**config.mk**
```make
export PLATFORM = sky130hd
export DESIGN_NAME = alarm_editor
export DESIGN_NICKNAME = d
export VERILOG_FILES = /design/src/rtl/alarm_editor.sv
export SDC_FILE = /design/constraint.sdc
export NUM_CORES = 1
export LEC_CHECK = 0
export CAP_MARGIN = 20
export CORE_MARGIN = 8
export CORE_UTILIZATION = 45
export CTS_CLUSTER_SIZE = 25
export DETAILED_ROUTE_END_ITERATION = 16
export GPL_TIMING_DRIVEN = 0
export PLACE_DENSITY = 0.65
export SETUP_SLACK_MARGIN = 0.5
export SLEW_MARGIN = 20
export SYNTH_ARGS = -nofsm -noshare
export SYNTH_HDL_FRONTEND = slang
export SYNTH_SLANG_ARGS = --single-unit
export TNS_END_PERCENT = 10
```
**constraint.sdc**
```tcl
create_clock -name clk -period 8.3 [get_ports clk]
set_input_delay 1.245 -clock clk [delete_from_list [all_inputs] [get_ports clk]]
set_output_delay 1.245 -clock clk [all_outputs]
set_load 0.01 [all_outputs]
```
**src/rtl/alarm_editor.sv**
```systemverilog
// Key-driven editor for the three alarm slots: holds committed H/M/S per slot,
// edits a shadow copy and drives the display with the shadow plus a blink phase.
module alarm_editor #(
  parameter int unsigned TIMEOUT_CYC = 500_000_000,
  parameter int unsigned BLINK_CYC   = 25_000_000
) (
  input  logic       clk,
  input  logic       rst,
  input  logic       key_mode,
  input  logic       key_sel,
  input  logic       key_inc,
  input  logic       key_dec,
  input  logic       key_clr,
  output logic [5:0] alarm1_hour,
  output logic [5:0] alarm1_minute,
  output logic [5:0] alarm1_second,
  output logic [5:0] alarm2_hour,
  output logic [5:0] alarm2_minute,
  output logic [5:0] alarm2_second,
  output logic [5:0] alarm3_hour,
  output logic [5:0] alarm3_minute,
  output logic [5:0] alarm3_second,
  output logic       edit_active,
  output logic [1:0] edit_slot,
  output logic [1:0] edit_field,
  output logic [5:0] edit_hour,
  output logic [5:0] edit_minute,
  output logic [5:0] edit_second,
  output logic       blink
);

  // Handshake: keys are single-cycle strobes with no back-pressure; every
  // strobe sampled at a rising edge is consumed on that edge, none are queued.

  localparam int TW = (TIMEOUT_CYC > 2) ? $clog2(TIMEOUT_CYC) : 1;
  localparam int BW = (BLINK_CYC > 1) ? $clog2(BLINK_CYC) : 1;

  typedef enum logic {IDLE, EDIT} state_t;

  state_t          state;
  logic [5:0]      c_hour   [1:3];
  logic [5:0]      c_minute [1:3];
  logic [5:0]      c_second [1:3];
  logic [TW-1:0]   tcnt;
  logic [BW-1:0]   bcnt;
  logic            any_key;
  logic            timeout_hit;
  logic            blink_wrap;

  function automatic logic [5:0] wrap_inc(input logic [5:0] v, input logic [5:0] top);
    return (v >= top) ? 6'd0 : v + 6'd1;
  endfunction

  function automatic logic [5:0] wrap_dec(input logic [5:0] v, input logic [5:0] top);
    return (v == 6'd0 || v > top) ? top : v - 6'd1;
  endfunction

  assign any_key     = key_mode | key_sel | key_inc | key_dec | key_clr;
  assign timeout_hit = (tcnt == TW'(TIMEOUT_CYC - 2));
  assign blink_wrap  = (bcnt == BW'(BLINK_CYC - 1));
  assign edit_active = (state == EDIT);

  assign alarm1_hour   = c_hour[1];
  assign alarm1_minute = c_minute[1];
  assign alarm1_second = c_second[1];
  assign alarm2_hour   = c_hour[2];
  assign alarm2_minute = c_minute[2];
  assign alarm2_second = c_second[2];
  assign alarm3_hour   = c_hour[3];
  assign alarm3_minute = c_minute[3];
  assign alarm3_second = c_second[3];

  always_ff @(posedge clk) begin
    if (rst) begin
      state       <= IDLE;
      edit_slot   <= 2'd0;
      edit_field  <= 2'd0;
      edit_hour   <= 6'd0;
      edit_minute <= 6'd0;
      edit_second <= 6'd0;
      blink       <= 1'b0;
      tcnt        <= '0;
      bcnt        <= '0;
      for (int i = 1; i <= 3; i++) begin
        c_hour[i]   <= 6'd0;
        c_minute[i] <= 6'd0;
        c_second[i] <= 6'd0;
      end
    end else begin
      case (state)
        IDLE: begin
          if (key_mode) begin
            state       <= EDIT;
            edit_slot   <= 2'd1;
            edit_field  <= 2'd0;
            edit_hour   <= c_hour[1];
            edit_minute <= c_minute[1];
            edit_second <= c_second[1];
            blink       <= 1'b1;
            tcnt        <= '0;
            bcnt        <= '0;
          end
        end
        EDIT: begin
          if (any_key) begin
            tcnt  <= '0;
            bcnt  <= '0;
            blink <= 1'b1;
          end else begin
            tcnt <= tcnt + 1'b1;
            if (blink_wrap) begin
              bcnt  <= '0;
              blink <= ~blink;
            end else begin
              bcnt <= bcnt + 1'b1;
            end
          end

          if (key_mode) begin
            c_hour[edit_slot]   <= edit_hour;
            c_minute[edit_slot] <= edit_minute;
            c_second[edit_slot] <= edit_second;
            if (edit_slot == 2'd3) begin
              state       <= IDLE;
              edit_slot   <= 2'd0;
              edit_field  <= 2'd0;
              edit_hour   <= 6'd0;
              edit_minute <= 6'd0;
              edit_second <= 6'd0;
              blink       <= 1'b0;
            end else begin
              // Reload reads the next slot's old value; only the current slot is written here.
              edit_slot   <= edit_slot + 2'd1;
              edit_field  <= 2'd0;
              edit_hour   <= c_hour[edit_slot + 2'd1];
              edit_minute <= c_minute[edit_slot + 2'd1];
              edit_second <= c_second[edit_slot + 2'd1];
            end
          end else if (key_clr) begin
            edit_hour   <= 6'd0;
            edit_minute <= 6'd0;
            edit_second <= 6'd0;
          end else if (key_sel) begin
            edit_field <= (edit_field == 2'd2) ? 2'd0 : edit_field + 2'd1;
          end else if (key_inc) begin
            case (edit_field)
              2'd0:    edit_hour   <= wrap_inc(edit_hour, 6'd23);
              2'd1:    edit_minute <= wrap_inc(edit_minute, 6'd59);
              default: edit_second <= wrap_inc(edit_second, 6'd59);
            endcase
          end else if (key_dec) begin
            case (edit_field)
              2'd0:    edit_hour   <= wrap_dec(edit_hour, 6'd23);
              2'd1:    edit_minute <= wrap_dec(edit_minute, 6'd59);
              default: edit_second <= wrap_dec(edit_second, 6'd59);
            endcase
          end else if (timeout_hit) begin
            state       <= IDLE;
            edit_slot   <= 2'd0;
            edit_field  <= 2'd0;
            edit_hour   <= 6'd0;
            edit_minute <= 6'd0;
            edit_second <= 6'd0;
            blink       <= 1'b0;
            tcnt        <= '0;
            bcnt        <= '0;
          end
        end
        default: state <= IDLE;
      endcase
    end
  end

endmodule

```
; Yosys cells after proc, flatten, opt, wreduce, memory -nomap -nowiden
; Memories as Yosys holds them, arrays and structs flattened.
; Index checks and enable logic that the tools add are counted.
[op_classes]
n_eq_ne = 22
bitwise = 6
n_lt_le_gt_ge = 6
addsub = 10
n_mux = 105
reduce_logical = 16
[ops]
columns = cell, n
row1 = 29-bit 2-to-1 mux, 8
row2 = 25-bit 2-to-1 mux, 9
row3 = 6-bit 2-to-1 mux, 37
row4 = 29-bit case mux with 2 select lines, 1
row5 = 25-bit case mux with 2 select lines, 1
row6 = 6-bit case mux with 2 select lines, 3
row7 = 2-bit 2-to-1 mux, 16
row8 = "29-bit by 1-bit adder with 29-bit output, second input constant", 1
row9 = "29-bit equality test, second input constant", 1
row10 = 1-bit 2-to-1 mux, 26
row11 = "25-bit by 1-bit adder with 25-bit output, second input constant", 1
row12 = "25-bit equality test, second input constant", 1
row13 = "5-bit by 4-bit inequality test with 1-bit output, second input constant", 4
row14 = 5-bit AND reduction, 4
row15 = "6-bit by 1-bit adder with 6-bit output, second input constant", 3
row16 = 6-bit logical NOT, 3
row17 = 6-bit OR reduction, 3
row18 = "6-bit by 1-bit subtractor with 6-bit output, second input constant", 3
row19 = "6-bit greater-or-equal comparator, second input constant", 2
row20 = "6-bit > comparator, second input constant", 2
row21 = "3-bit inequality test, second input constant", 4
row22 = "4-bit inequality test, second input constant", 3
row23 = "5-bit inequality test, second input constant", 2
row24 = 2-bit case mux with 2 select lines, 2
row25 = 16 further kinds, 25
[totals]
mem_count = 3
ff_bits = 78
ramBits = 54
output_inout_bits = 78
inputBits = 7
[memory_table]
columns = memory, words, width, rd, rd_clocked_by_memory_dff, wr, line_no
row1 = c_hour, 3, 6, 4, 0, 3, 41  ; logic [5:0] c_hour [1:3];
row2 = c_minute, 3, 6, 4, 0, 3, 42  ; logic [5:0] c_minute [1:3];
row3 = c_second, 3, 6, 4, 0, 3, 43  ; logic [5:0] c_second [1:3];

; Depth between registers and ports, before layout
; Gate-level depths: netlist (run 1).
[logic_depth]
word_depth = 12
mapped_depth = 10
mapped_depth_nobuf = 7

; Worst setup path before layout (run 1)
; OpenSTA, ideal clock, no wires.
[synth_timing]
kind = input-to-reg
from = input rst
to = memory c_hour[0][0], enable pin
cell_stages = 5
required_time_ns = 7.924
t_arrival_ns = 2.552
slack_ns = 5.372
cell_sequence = clkbuf_1 > clkinv_1 > and3_1 > clkbuf_1 > and2_1
[synth_lines]
columns = element, line_no
row1 = from (decl), 8  ; input logic rst,
row2 = to (decl), 41

; Worst setup path in the final report (run 1)
[layout_timing]
from = register edit_slot[0]
to = register edit_minute[2]
[layout_between]
elab_chain_cells = 5
word_cells_on_any_way = 6
[layout_rtl]
columns = element, line_no
row1 = from (decl), 24  ; output logic [1:0] edit_slot,
row2 = from (signal assigned), 133  ; edit_slot <= edit_slot + 2'd1;
row3 = 2-bit by 1-bit adder with 2-bit output, 136  ; edit_minute <= c_minute[edit_slot + 2'd1];
row4 = memory 3 x 6 bit, --
row5 = 6-bit 2-to-1 mux (*), 123  ; if (edit_slot == 2'd3) begin
row6 = 6-bit 2-to-1 mux (*), 119  ; if (key_mode) begin
row7 = 6-bit case mux with 2 select lines (*), 90  ; case (state)
row8 = to (signal assigned), 97  ; edit_minute <= c_minute[1];
row9 = to (signal assigned), 136
row10 = to (signal assigned), 148  ; 2'd1: edit_minute <= wrap_inc(edit_minute, 6'd59);
row11 = to (decl), 27  ; output logic [5:0] edit_minute,
; Every way passes the cells marked *; elsewhere a longest branch is shown, timed or not.
; A chain may end at the register's enable or synchronous reset.

==> results.md, run 1 <==
- The number of distinct standard cells referenced by the synthesized netlist is 77.
- Sequential elements use 44.4% of the synthesized area.
- The average wire length per cell after detail routing is 22.0 um.
- The worst-case hold slack is 0.470 ns.
- Summing over every cut layer, the via total after detailed routing is around 7600.
- The root cell of the clock tree is sky130_fd_sc_hd__clkbuf_16.
- Measured along the y axis, the die boundary spans approximately 150 um.
- The number of clock sinks seen by CTS is 150.
- The share of cells above drive strength 1 is 9.14%.
- The top cell types in the final layout, fill and taps aside, are sky130_fd_sc_hd__clkdlybuf4s50_1, sky130_fd_sc_hd__dfxtp_1, sky130_fd_sc_hd__edfxtp_1, sky130_fd_sc_hd__and3_1, sky130_fd_sc_hd__nand2_1.
- The number of setup buffers added after CTS is 0.
- The setup-violating endpoint count in the final report is 0.
- The tool flagged a number of max-cap violations equal to 0.
- The maximum number of pins on one net before global-route repair is 19.
- The post-DP HPWL is 18400 um.
- The path class of the tightest hold or removal check is reg -> reg.
- At the pin with the least slew margin, the transition time is 1.06 ns.
- Power spread over the standard cell area amounts to 179 nW/um2.
- The number of antenna violations at the first check in global routing came to 0.
- Excluding fillers, the count of instances in the completed layout stands at ~1200.
- The number of nets in the layout is 973.
- The multi-input combinational cells in the finished layout cover a total of around 4300 um2.
- The worst setup path is captured at a register.
- The synthesized design contains 72 enable-type register cells.
- The max-slew headroom at the worst pin is 29.5%.
- The count of unresolved DRC violations after routing is 0.
- OpenSTA, run right after detailed placement, puts the worst setup slack at 4.30 ns.
- The most frequent standard cell in the layout excluding fill and tap cells is sky130_fd_sc_hd__clkdlybuf4s50_1.
- 85 I/O pins were placed.
- Across the VDD grid, the largest voltage drop is 0.149 mV.
- The die span in x is 153 um.
- The run finished with clean final reports.
- After detailed routing, the number of vias per cell comes to 6.35.
- For this run, the share of the core covered by cells in the final layout is around 55%.
- The critical path is of the reg -> reg type.
- TritonCTS built the clock tree.
- The final standard cell area without fillers is around 10000 um2.
- The clock latency on the worst-skew pair is 0.43 ns.
- The first-pass GRT wire length is 41300 um.
- The final antenna diode count is 0.
- Relative to the synthesized area, the layout overhead comes to 20.2%.
- The net count after synthesis is 870.
- The startpoint kind of the worst setup timing path is a register.
- The launch point of the worst path is edit_slot[0].
- The number of synthesis warnings is 0.
- The flip-flop cell with the highest count after synthesis is sky130_fd_sc_hd__dfxtp_1.
- The area taken by flip-flops and latches is 3720 um2.
- After global routing the overflow that remains totals 0.
- Once placement completed, the tool counted placed cells totaling 1165.
- The final setup skew is 0.0120 ns.
- The core region is 18500 um2.
- The number of antenna-violating nets in the routed design is 0.
- The hold-fix buffer count after cts is 0.
- Summed over all layers, the routed wires come to 26300 um.
- The worst register-to-register path begins at edit_slot[0].
- The top fanout value on the critical path is 10.
- Summed over all cells, the static leakage comes to approximately 3.5 nW.
- The length in cells of the worst reg-to-reg path is 9.
- The power consumption is 1.81 mW.
- The post-synthesis instance area is 8400 um2.
- The register-to-register setup slack is roughly 4.3 ns.
- For the worst setup path, the data required time is 8.62 ns.
- The starting utilization of the core area is 45.3%.
- Buffers inserted during clock tree synthesis total 17.
- The H-tree generated during clock tree synthesis spans 4 levels.
- In the global route stage, overall resource usage came out at 22.1%.
- The post-synthesis cell count is about 850.
- Timing would allow up to 0.250 GHz.
- The floorplan step defined a die boundary enclosing 23300 um2.
- The via count of the first global-routing pass is 7269.
- The time the final worst path needs with I/O delays and setup is 3.99 ns.
- The floorplan has 50 rows.
- The final critical-path share of the clock period is between 40% and 50%.
- The data arrival time of the critical path is roughly 4.3 ns.
- In this run the deepest clock path goes through 2 buffers.
- Setup repair after global routing left no endpoint under its margin.
- The first routing iteration left 618 violations.
- The placed standard-cell area is 9530 um2.
- For this run, the detailed router's first-pass iteration total came to 5.
- After clock tree synthesis, the repair step resized 0 gates.
- Counting flops with an async set or reset pin after synthesis yields a share of 0%.
- The register clock-pin slew on the reported worst setup and hold paths is around 0.070 ns.
- The count of fill cells added during filler insertion is roughly 1700.
- The capturing element of the worst setup path is edit_minute[2].
- Dividing the synthesized area by the synthesized cell count gives 9.91 um2.
- The accumulated negative setup slack is 0 ns.
- The final number of hold-violating endpoints is 0.
- The worst register-to-register path ends at edit_minute[2].
- The post-layout worst setup margin is between 4 and 5 ns.
- The weighted congestion at the end of routability-driven global placement is 0.936.
- The total of flip-flops plus latches after synthesis is 150.
- The count of buffers added on input and output ports is 83.
- The number of pins with negative max-slew slack in the final report was 0.
cells in the mapped netlist (4+ instances only):
library cell | number | share of area [%]
sky130_fd_sc_hd__a21o_1 | 16 | 1.4
sky130_fd_sc_hd__or4_1 | 8 | 0.72
sky130_fd_sc_hd__a31oi_1 | 22 | 1.6
sky130_fd_sc_hd__buf_1 | 7 | 0.31
sky130_fd_sc_hd__nor4_1 | 8 | 0.60
sky130_fd_sc_hd__nor3b_1 | 5 | 0.45
sky130_fd_sc_hd__clkbuf_1 | 47 | 2.1
sky130_fd_sc_hd__nor2b_1 | 7 | 0.52
sky130_fd_sc_hd__a211oi_1 | 9 | 0.80
sky130_fd_sc_hd__or3_1 | 6 | 0.45
sky130_fd_sc_hd__a22oi_1 | 4 | 0.36
sky130_fd_sc_hd__inv_1 | 26 | 1.2
sky130_fd_sc_hd__xnor2_1 | 7 | 0.73
sky130_fd_sc_hd__dfxtp_1 | 78 | 19
sky130_fd_sc_hd__and3_1 | 68 | 5.1
sky130_fd_sc_hd__a32oi_1 | 4 | 0.42
sky130_fd_sc_hd__nand3_1 | 34 | 2.0
sky130_fd_sc_hd__xor2_1 | 10 | 1.0
sky130_fd_sc_hd__a31o_2 | 4 | 0.42
sky130_fd_sc_hd__a21oi_1 | 23 | 1.4
sky130_fd_sc_hd__o211ai_1 | 12 | 1.1
sky130_fd_sc_hd__buf_2 | 9 | 0.54
sky130_fd_sc_hd__a41oi_1 | 8 | 0.83
sky130_fd_sc_hd__or2_2 | 5 | 0.37
sky130_fd_sc_hd__o21a_1 | 14 | 1.3
sky130_fd_sc_hd__o22ai_1 | 6 | 0.45
sky130_fd_sc_hd__nand2_1 | 65 | 2.9
sky130_fd_sc_hd__edfxtp_1 | 72 | 26
sky130_fd_sc_hd__o32ai_1 | 6 | 0.63
sky130_fd_sc_hd__a32o_1 | 4 | 0.48
sky130_fd_sc_hd__o21ai_0 | 23 | 1.4
sky130_fd_sc_hd__and2_1 | 8 | 0.60
sky130_fd_sc_hd__ha_1 | 16 | 2.4
sky130_fd_sc_hd__a311oi_1 | 15 | 1.6
sky130_fd_sc_hd__o31ai_1 | 7 | 0.63
sky130_fd_sc_hd__mux4_2 | 18 | 4.8
sky130_fd_sc_hd__nor2_1 | 39 | 1.7
sky130_fd_sc_hd__and4_1 | 11 | 1.1
sky130_fd_sc_hd__nand4_1 | 17 | 1.3
sky130_fd_sc_hd__a22o_1 | 9 | 0.94
sky130_fd_sc_hd__nor3_1 | 22 | 1.3
sky130_fd_sc_hd__o311ai_0 | 8 | 0.83
logic make-up after synthesis:
kind of cell | synth area share (%)
fa+ha+maj | 2.38
compound gates | 19.9
buf+inv | 4.47
flops | 44.4
xor+xnor | 1.77
mux | 5.07
simple gates | 22.1
sequential cells by signal, summed over array words and instances (netlist names), 2 cells and up:
signal,flops
edit_slot,2
edit_field,2
edit_minute,6
tcnt,29
c_second,24
edit_second,6
c_hour,24
edit_hour,6
bcnt,25
c_minute,24
final cells by class:
type / count / share of cell area (%)
multi-input combinational: 604 / 42.6
sequential: 150 / 36.9
timing repair buffer: 84 / 8.38
clock buffer: 18 / 4.25
tap: 234 / 2.90
buffer: 66 / 2.71
clock inverter: 14 / 1.28
inverter: 27 / 1.00
worst max-delay path, cell delays in order (launching register included):
cell and delay (ns):
sky130_fd_sc_hd__dfxtp_1 0.50, sky130_fd_sc_hd__buf_1 0.72, sky130_fd_sc_hd__inv_1 0.16, sky130_fd_sc_hd__ha_1 0.32, sky130_fd_sc_hd__clkbuf_1 0.60, sky130_fd_sc_hd__buf_1 0.65, sky130_fd_sc_hd__mux4_2 0.43, sky130_fd_sc_hd__a32oi_1 0.17
sky130_fd_sc_hd__a31oi_1 0.11, sky130_fd_sc_hd__a22o_1 0.23
how the worst min path moves through the flow:
| stage | from | to | slack, ns | cells after the start |
|---|---|---|---|---|
| CTS | edit_minute[4] | c_minute[0][4] | 0.47 | 0 |
| floorplan | tcnt[7] | tcnt[7] | 0.45 | 1 |
| detailed placement | edit_minute[4] | c_minute[0][4] | 0.46 | 0 |
| global placement | edit_minute[4] | c_minute[0][4] | 0.45 | 0 |
| global route | edit_minute[4] | c_minute[0][4] | 0.48 | 0 |
| finish | edit_minute[4] | c_minute[0][4] | 0.47 | 0 |
power breakdown:
part / leakage [nW] / total, mW / switching, mW / internal (mW)
sequential: 1.36 / 0.820 / 0.0230 / 0.797
clock: 0.255 / 0.745 / 0.332 / 0.414
combinational: 1.90 / 0.242 / 0.140 / 0.101
per-layer routing:
| layer | global-route usage, % | up-vias | share of wire, % |
|---|---|---|---|
| li1 | - | 3519 | - |
| met1 | 27.9 | 3725 | 43 |
| met2 | 36.6 | 307 | 48 |
| met3 | 4.25 | 51 | 6.4 |
| met4 | 8.86 | 0 | 2.5 |
| met5 | 0 | - | 0 |
No activity file was read; power rests on OpenSTA's default activity.
==> run 2: changes to the inputs <==
Clock period 8.3 ns to 3.7 ns, I/O delays scaled along.
==> run 2 against run 1 <==
  * Via count decreased by 0.30%
  * Combinational power rose by 120%
  * Sequential share of layout area is essentially flat
  * Die area stayed put
  * Final area rose by 0.11%
  * Highest routed layer unchanged
  * First-iteration DRC count is 1.6% lower
  * Largest power group unchanged
  * Clock-buffer cell count unchanged
  * Power increased by 120%
  * Critical path type unchanged
  * Worst setup slack got worse by 3.8 ns
  * Core utilization grew 0.061 points
  * Clock power increased by 120%
==> results.md, run 2 (same netlist as run 1, synthesis figures left out) <==
- The via density per instance is roughly 6.3.
- The placed standard-cell area is roughly 9500 um2.
- Based on the critical path, the design can be clocked at up to 0.317 GHz.
- The number of optimization iterations in the first detailed-route pass is 5.
- The detailed router placed between 7000 and 8000 vias in this run.
- The number of buffers inserted during clock tree synthesis is 17.
- The root cell of the clock tree is sky130_fd_sc_hd__clkbuf_16.
- The post-DP HPWL is 18400 um.
- The final number of hold-violating endpoints is 0.
- Counting flops per register, the top entry is tcnt.
- The register clock-pin slew on the reported worst setup and hold paths is 0.07 ns.
- The die span in x is 153 um.
- The number of buffers on the longest clock path is 2.
- The die is 153 um tall.
- The worst-case vdd ir drop is 0.334 mV.
- Row generation in the floorplan step produced 50 rows.
- The TritonCTS clock tree is done.
- The power consumption is 4.05 mW.
- Power spread over the standard cell area amounts to 401 nW/um2.
- For this block, the routed nets add up to 26300 um of wire.
- The final critical-path share of the clock period is between 80% and 90%.
- The number of antenna violations at the first check in global routing is 0.
- The final setup skew is ~0.013 ns.
- The clock network accounts for 41.2% of the total power.
- The final standard cell area without fillers is 10100 um2.
- The tightest min-delay check is of the reg -> reg type.
- Of the total power, the share spent switching nets is a little over a quarter.
- Once placement completed, the tool counted placed cells totaling 1165.
- The clock latency on the worst-skew pair is 0.43 ns.
- The largest single stage delay on the critical path is 0.53 ns.
- In the layout the commonest cells are sky130_fd_sc_hd__clkdlybuf4s50_1, sky130_fd_sc_hd__dfxtp_1, sky130_fd_sc_hd__edfxtp_1, sky130_fd_sc_hd__and3_1, sky130_fd_sc_hd__nand2_1.
- Setup violations remaining at the end of the flow were counted as 0.
- The count of boundary I/O pins is 85.
- In this run, post-CTS hold repair placed 0 buffers.
- The signal on the critical path passes through clkdlybuf4s15_2, inv_1, ha_1, clkbuf_2, buf_2, mux4_2, a32oi_1, a31oi_1, a22o_1.
- The area of the placeable core is 18500 um2.
- The buffer count from post-CTS setup fixing is 0.
- OpenSTA, run right after detailed placement, puts the worst setup slack at -0.297 ns.
- The time the final worst path needs with I/O delays and setup is 3.16 ns.
- The critical path is of the reg -> reg type.
- The total leakage power is around 3.5 nW.
- The register with the most flip-flops in the layout has 29 of them.
- The tree built by TritonCTS fans out to 150 sinks.
- The via count of the first global-routing pass is between 7000 and 8000.
- Routability-driven placement finished with a final weighted congestion of ~0.94.
- Entering global routing, the biggest net connects 19 pins.
- Once the floorplan was initialized, standard cells occupied a little under half of the core.
- The count of unresolved DRC violations after routing is 0.
- In the final routed layout, each cell accounts on average for about 22 um.
- The finished layout holds 1197 standard cells, fillers aside.
- The slowest cell on the critical path is sky130_fd_sc_hd__clkdlybuf4s15_2.
- Summed over all nets, the switching power comes to 1.11 mW.
- The part of the power in registers is 45.4%.
- Summed over all layers, the global routing overflow is 0.
- The first global-routing pass estimated 41300 um of wire.
- In the final layout, the registers with the most flip-flops are tcnt (29), bcnt (25).
- From synthesis to final layout, the design area changed by 20.4%.
- Setup repair after global routing could not meet its margin everywhere.
- The count of fill cells added during filler insertion is roughly 1700.
- Global routing used 22.1% of the available tracks across all layers.
- The share of cells above drive strength 1 is around a tenth.
- The number of nets in the layout is 973.
- The run finished with clean final reports.
- For this block, the initial DRC count from the detailed router was just over 600.
- The max-cap check violation count is 0.
- Setup slack closes at 0.543 ns.
- The startpoint kind of the worst setup timing path is a register.
- The number of pins with negative max-slew slack in the final report is 0.
- The H-tree depth reported by CTS is 4.
- At the pin with the least slew margin, the transition time is 0.993 ns.
- Combinational logic burns 13.4% of the power.
- Hold timing on the final database bottoms out at a slack of 0.470 ns.
- The required time of the critical path is 4.02 ns.
- Data arrives at the worst endpoint at ~3.5 ns.
- The top fanout value on the critical path is 10.
- The number of antenna-violating nets in the routed design is 0.
- The worst setup path is captured at a register.
- The final antenna diode count is 0.
- The most frequent standard cell in the layout excluding fill and tap cells is sky130_fd_sc_hd__clkdlybuf4s50_1.
- The die covers 23300 um2.
- The max-slew headroom at the worst pin is 33.2%.
- The quantity of I/O buffers inserted on ports is 83.
- The internal cell power is roughly 2.9 mW.
-- run 2: changes by cell type in the layout (fill, tap and decap cells not counted), sizes merged --
cell           previous run  this run
buf                      20        19
clkdlybuf4s15             0         1
-- run 2: area by class of cell --
class / count / area [um2] / share of cell area (%)
Buffer: 66 / 284 / 2.81
Clock buffer: 18 / 429 / 4.25
Clock inverter: 14 / 129 / 1.28
Inverter: 27 / 101 / 1.00
Multi-Input combinational cell: 604 / 4300 / 42.5
Sequential cell: 150 / 3720 / 36.8
Tap cell: 234 / 293 / 2.90
Timing Repair Buffer: 84 / 846 / 8.37
-- run 2: power groups by stage --
stage	clock network, mW	registers, mW	logic [mW]
2_1_floorplan	0	1.88	0.306
3_3_place_gp	0	1.87	0.533
3_5_place_dp	0	1.87	0.536
4_1_cts	1.68	1.84	0.540
5_1_grt	1.75	1.84	0.581
6_report	1.67	1.84	0.543
-- run 2: stage by stage --
stage | TNS, ns | util [%]
3_5_place_dp | -2.21 | 51.5
2_1_floorplan | 0 | -
6_report | 0 | 54.6
4_1_cts | 0 | 54.6
5_1_grt | 0 | 54.6
3_3_place_gp | -2.32 | 51.4
-- run 2: layer usage --
metal	GRT usage (%)	routed length, um
met4	8.86	665
met3	4.25	1720
met1	28.0	11200
met5	0	0
met2	36.6	12600
-- run 2: path summary, 6_finish.rpt --
kind | slack, ns | end | cells after the start | start
hold / removal | 0.47 | c_minute[0][4] | 0 | edit_minute[4]
setup reg to reg | 0.54 | edit_minute[2] | 9 | edit_slot[0]
hold reg to reg | 0.47 | c_minute[0][4] | 0 | edit_minute[4]
setup / recovery | 0.54 | edit_minute[2] | 9 | edit_slot[0]
-- run 2: worst max-delay path: cells and delay by family (launching register included) --
family,cells,cell delay [ns]
buf+inv,4,1.37
fa+ha+maj,1,0.30
flops,1,0.50
mux,1,0.37
compound gates,3,0.50
-- run 2: repair_timing --
item / CTS / global route
endpoints found under the setup margin: 37 / 27
pin swaps: 0 / 0
gates resized for setup: 4 / 1
==> run 3: changes to the inputs <==
--- a/config.mk
+++ b/config.mk
@@ -14,2 +14,3 @@
 export PLACE_DENSITY = 0.65
+export RECOVER_POWER = 50
 export SETUP_SLACK_MARGIN = 0.5
==> constraint.sdc (replaced) <==
create_clock -name clk -period 3.7 [get_ports clk]
set_input_delay 0.74 -clock clk [delete_from_list [all_inputs] [get_ports clk]]
set_output_delay 0.74 -clock clk [all_outputs]
set_load 0.01 [all_outputs]
==> run 3 against run 2 <==
  * Maximum frequency is 0.27% lower
  * Critical path type unchanged
  * Register-to-register slack hardly changed
  * Via count hardly changed
  * Power is 0.51% lower
  * Non-clock buffer count stayed put
  * Routed wire length hardly changed
  * Clock-buffer cell count stayed put
  * Worst hold slack worse by 0.0044 ns
  * Sequential share of layout area is 0.069 points higher
  * Clock skew is 0.0033 ns higher
==> results.md, run 3 (same netlist as run 1, synthesis figures left out) <==
- Dividing the final minimum period by the clock period gives roughly 86%.
- The pre-CTS setup slack is -0.297 ns.
- The run finished with clean final reports.
- Setup slack on the critical path of the routed design comes to 0.535 ns.
- The TritonCTS clock tree is done.
- The tree is rooted in a sky130_fd_sc_hd__clkbuf_16.
- The required time of the critical path is between 4 and 5 ns.
- The count of nets left with antenna violations once routing finished came out at 0.
- In this run the tool buffered the top-level ports with 83 buffer cells.
- The max-cap check violation count is 0.
- The final number of hold-violating endpoints is 0.
- Walking the worst path, the cells encountered are clkdlybuf4s15_2, inv_1, ha_1, clkbuf_2, buf_2, mux4_2, a32oi_1, a31oi_1, a22o_1.
- The switching part of the total power is 27.4%.
- The count of fill cells added during filler insertion is 1668.
- The combinational share of power is 13.1%.
- The power consumption is ~4.0 mW.
- The DRC violation total after the first TritonRoute iteration is slightly below 700.
- The max-slew headroom at the worst pin is around 28%.
- The clock latency on the worst-skew pair is between 0.4 and 0.5 ns.
- Per report_power, the sequential group accounts for between 40% and 50% of the total.
- Dividing the detail-routed wire length by the instance count gives 21.9 um.
- In this run the register-to-register setup slack is 0.53 ns.
- The row count is 50.
- The worst-case hold slack is between 0.4 and 0.5 ns.
- Per report_power, the clock group accounts for 41.4% of the total.
- The aggregate routed wire length is 26300 um.
- The library cells used most frequently in the layout, excluding fill and tap cells, are sky130_fd_sc_hd__dfxtp_1, sky130_fd_sc_hd__dlygate4sd3_1, sky130_fd_sc_hd__edfxtp_1, sky130_fd_sc_hd__and3_1, sky130_fd_sc_hd__nand2_1.
- With fillers left out, the area of the finished cells amounts to 10100 um2.
- The register clock-pin slew on the reported worst setup and hold paths is about 0.070 ns.
- For this run, the top clock speed supported by timing is 0.316 GHz.
- In the final layout, the registers with the most flip-flops are tcnt (29), bcnt (25).
- The power density over cell area is between 300 and 400 nW/um2.
- The number of antenna diodes in the final layout is 0.
- The number of antenna violations at the first check in global routing came to 0.
- The final setup skew is approximately 0.016 ns.
- The die span in x is 153 um.
- The largest incremental delay on the critical path is 0.52 ns.
- The internal cell power is just under 3 mW.
- The area growth from synthesis to layout is 20.1%.
- For this design, the slowest cell found on the critical path is sky130_fd_sc_hd__clkdlybuf4s15_2.
- The worst setup path category is reg -> reg.
- The cell family contributing the most delay on the critical path is buffers and inverters.
- The worst setup path is launched from a register.
- The final non-filler cell total is 1197.
- The net switching component of the power is 1.10 mW.
- The weighted congestion at the end of routability-driven global placement is 0.936.
- The placed standard-cell area is 9530 um2.
- The via count of the first global-routing pass is 7268.
- The number of clock sinks seen by CTS is 150.
- After routing, the total negative slack on setup checks comes to 0 ns.
- The die area is 23300 um2.
- Measured along the y axis, the die boundary spans 153 um.
- The time the final worst path needs with I/O delays and setup is 3.17 ns.
- The worst hold-check path type is reg -> reg.
- In the routed layout, each cell is associated on average with a via count of 6.33.
- The critical path buffer and inverter count is 4.
- The share of cells above drive strength 1 is 9.24%.
- The longest clock path from root to sink contains 2 buffers.
- The number of nets in the layout is slightly below 1000.
- The region available for standard cell placement spans 18500 um2.
- The worst-case vdd ir drop is 0.333 mV.
- The instance count after placement with tap cells included is about 1200.
- The register with the highest flop count is tcnt.
- The endpoint kind of the worst setup timing path is a register.
- Setup violations remaining at the end of the flow were counted as 0.
- The first global-routing pass estimated 41300 um of wire.
- The total number of vias is 7575.
- The register with the most flip-flops in the layout has 29 of them.
- During I/O placement, the number of pins put on the boundary was 85.
- The number of optimization iterations in the first detailed-route pass is 5.
- The total overflow left after global routing is 0.
- The total leakage power is 3.64 nW.
- The number of pins with negative max-slew slack in the final report was 0.
- Measured on the finished design, the core utilization comes to 54.5%.
- Buffers inserted during clock tree synthesis total 17.
- In the routed design, unresolved DRC markers number 0.
- Setup repair after global routing could not meet its margin everywhere.
- Of all nets on the critical path, the largest fanout is 10.
- Entering global routing, the biggest net connects 19 pins.
- The starting utilization of the core area is 45.3%.
- The H-tree was split into 4 levels.
- Data on the critical path arrives at its endpoint at approximately 3.5 ns.
- At the pin with the least slew margin, the transition time is roughly 1.1 ns.
- The global-route usage over all layers is roughly 22%.
- Detailed placement ended at an HPWL of 18400 um.
run 3: cell count changes in the layout (fill, tap and decap cells not counted), sizes merged:
cell           delta
clkbuf            +2
dlygate4sd3      +78
clkdlybuf4s50    -78
buf               -2
run 3: timing repair:
action / CTS / global route
gates cloned: 0 / 0
gates resized for setup: 4 / 1
setup buffers: 0 / 0
setup endpoints to repair: 37 / 27
hold buffers: 0 / 0
run 3: final timing paths:
kind | start | end | cells past startpoint
worst max-delay path | edit_slot[0] | edit_minute[2] | 9
worst min-delay path | edit_minute[4] | c_minute[0][4] | 0
worst min register to register | edit_minute[4] | c_minute[0][4] | 0
worst max register to register | edit_slot[0] | edit_minute[2] | 9
run 3: worst register-to-register path, cell delays in order, from the launching register on:
cell                              delay [ns]
sky130_fd_sc_hd__dfxtp_1                0.49
sky130_fd_sc_hd__clkdlybuf4s15_2        0.52
sky130_fd_sc_hd__inv_1                  0.13
sky130_fd_sc_hd__ha_1                   0.30
sky130_fd_sc_hd__clkbuf_2               0.32
sky130_fd_sc_hd__buf_2                  0.39
sky130_fd_sc_hd__mux4_2                 0.38
sky130_fd_sc_hd__a32oi_1                0.17
sky130_fd_sc_hd__a31oi_1                0.11
sky130_fd_sc_hd__a22o_1                 0.24
run 3: final cells by class:
class                   instances  area (um2)  share of cell area [%]
plain buffers                  66         283                    2.80
inverters                      27         101                    1.00
flip-flops and latches        150        3720                    36.9
multi-input cells             604        4290                    42.6
well taps                     234         293                    2.90
repair buffers                 84         835                    8.27
clock inverters                14         129                    1.28
clock buffers                  18         429                    4.26
run 3: power by group through the flow:
stage / combinational [mW] / clock (mW) / sequential (mW)
final: 0.526 / 1.67 / 1.84
after global routing: 0.564 / 1.75 / 1.84
after CTS: 0.540 / 1.68 / 1.84
after detailed placement: 0.536 / 0 / 1.87
after global placement: 0.533 / 0 / 1.87
after floorplan: 0.306 / 0 / 1.88
run 3: metal layers:
metal / GRT usage, % / up-vias / wire [um]
met5: 0 / - / 0
met4: 8.86 / 0 / 591
met3: 4.25 / 44 / 1750
met2: 36.6 / 313 / 12800
met1: 28.0 / 3697 / 11200
li1: - / 3521 / -
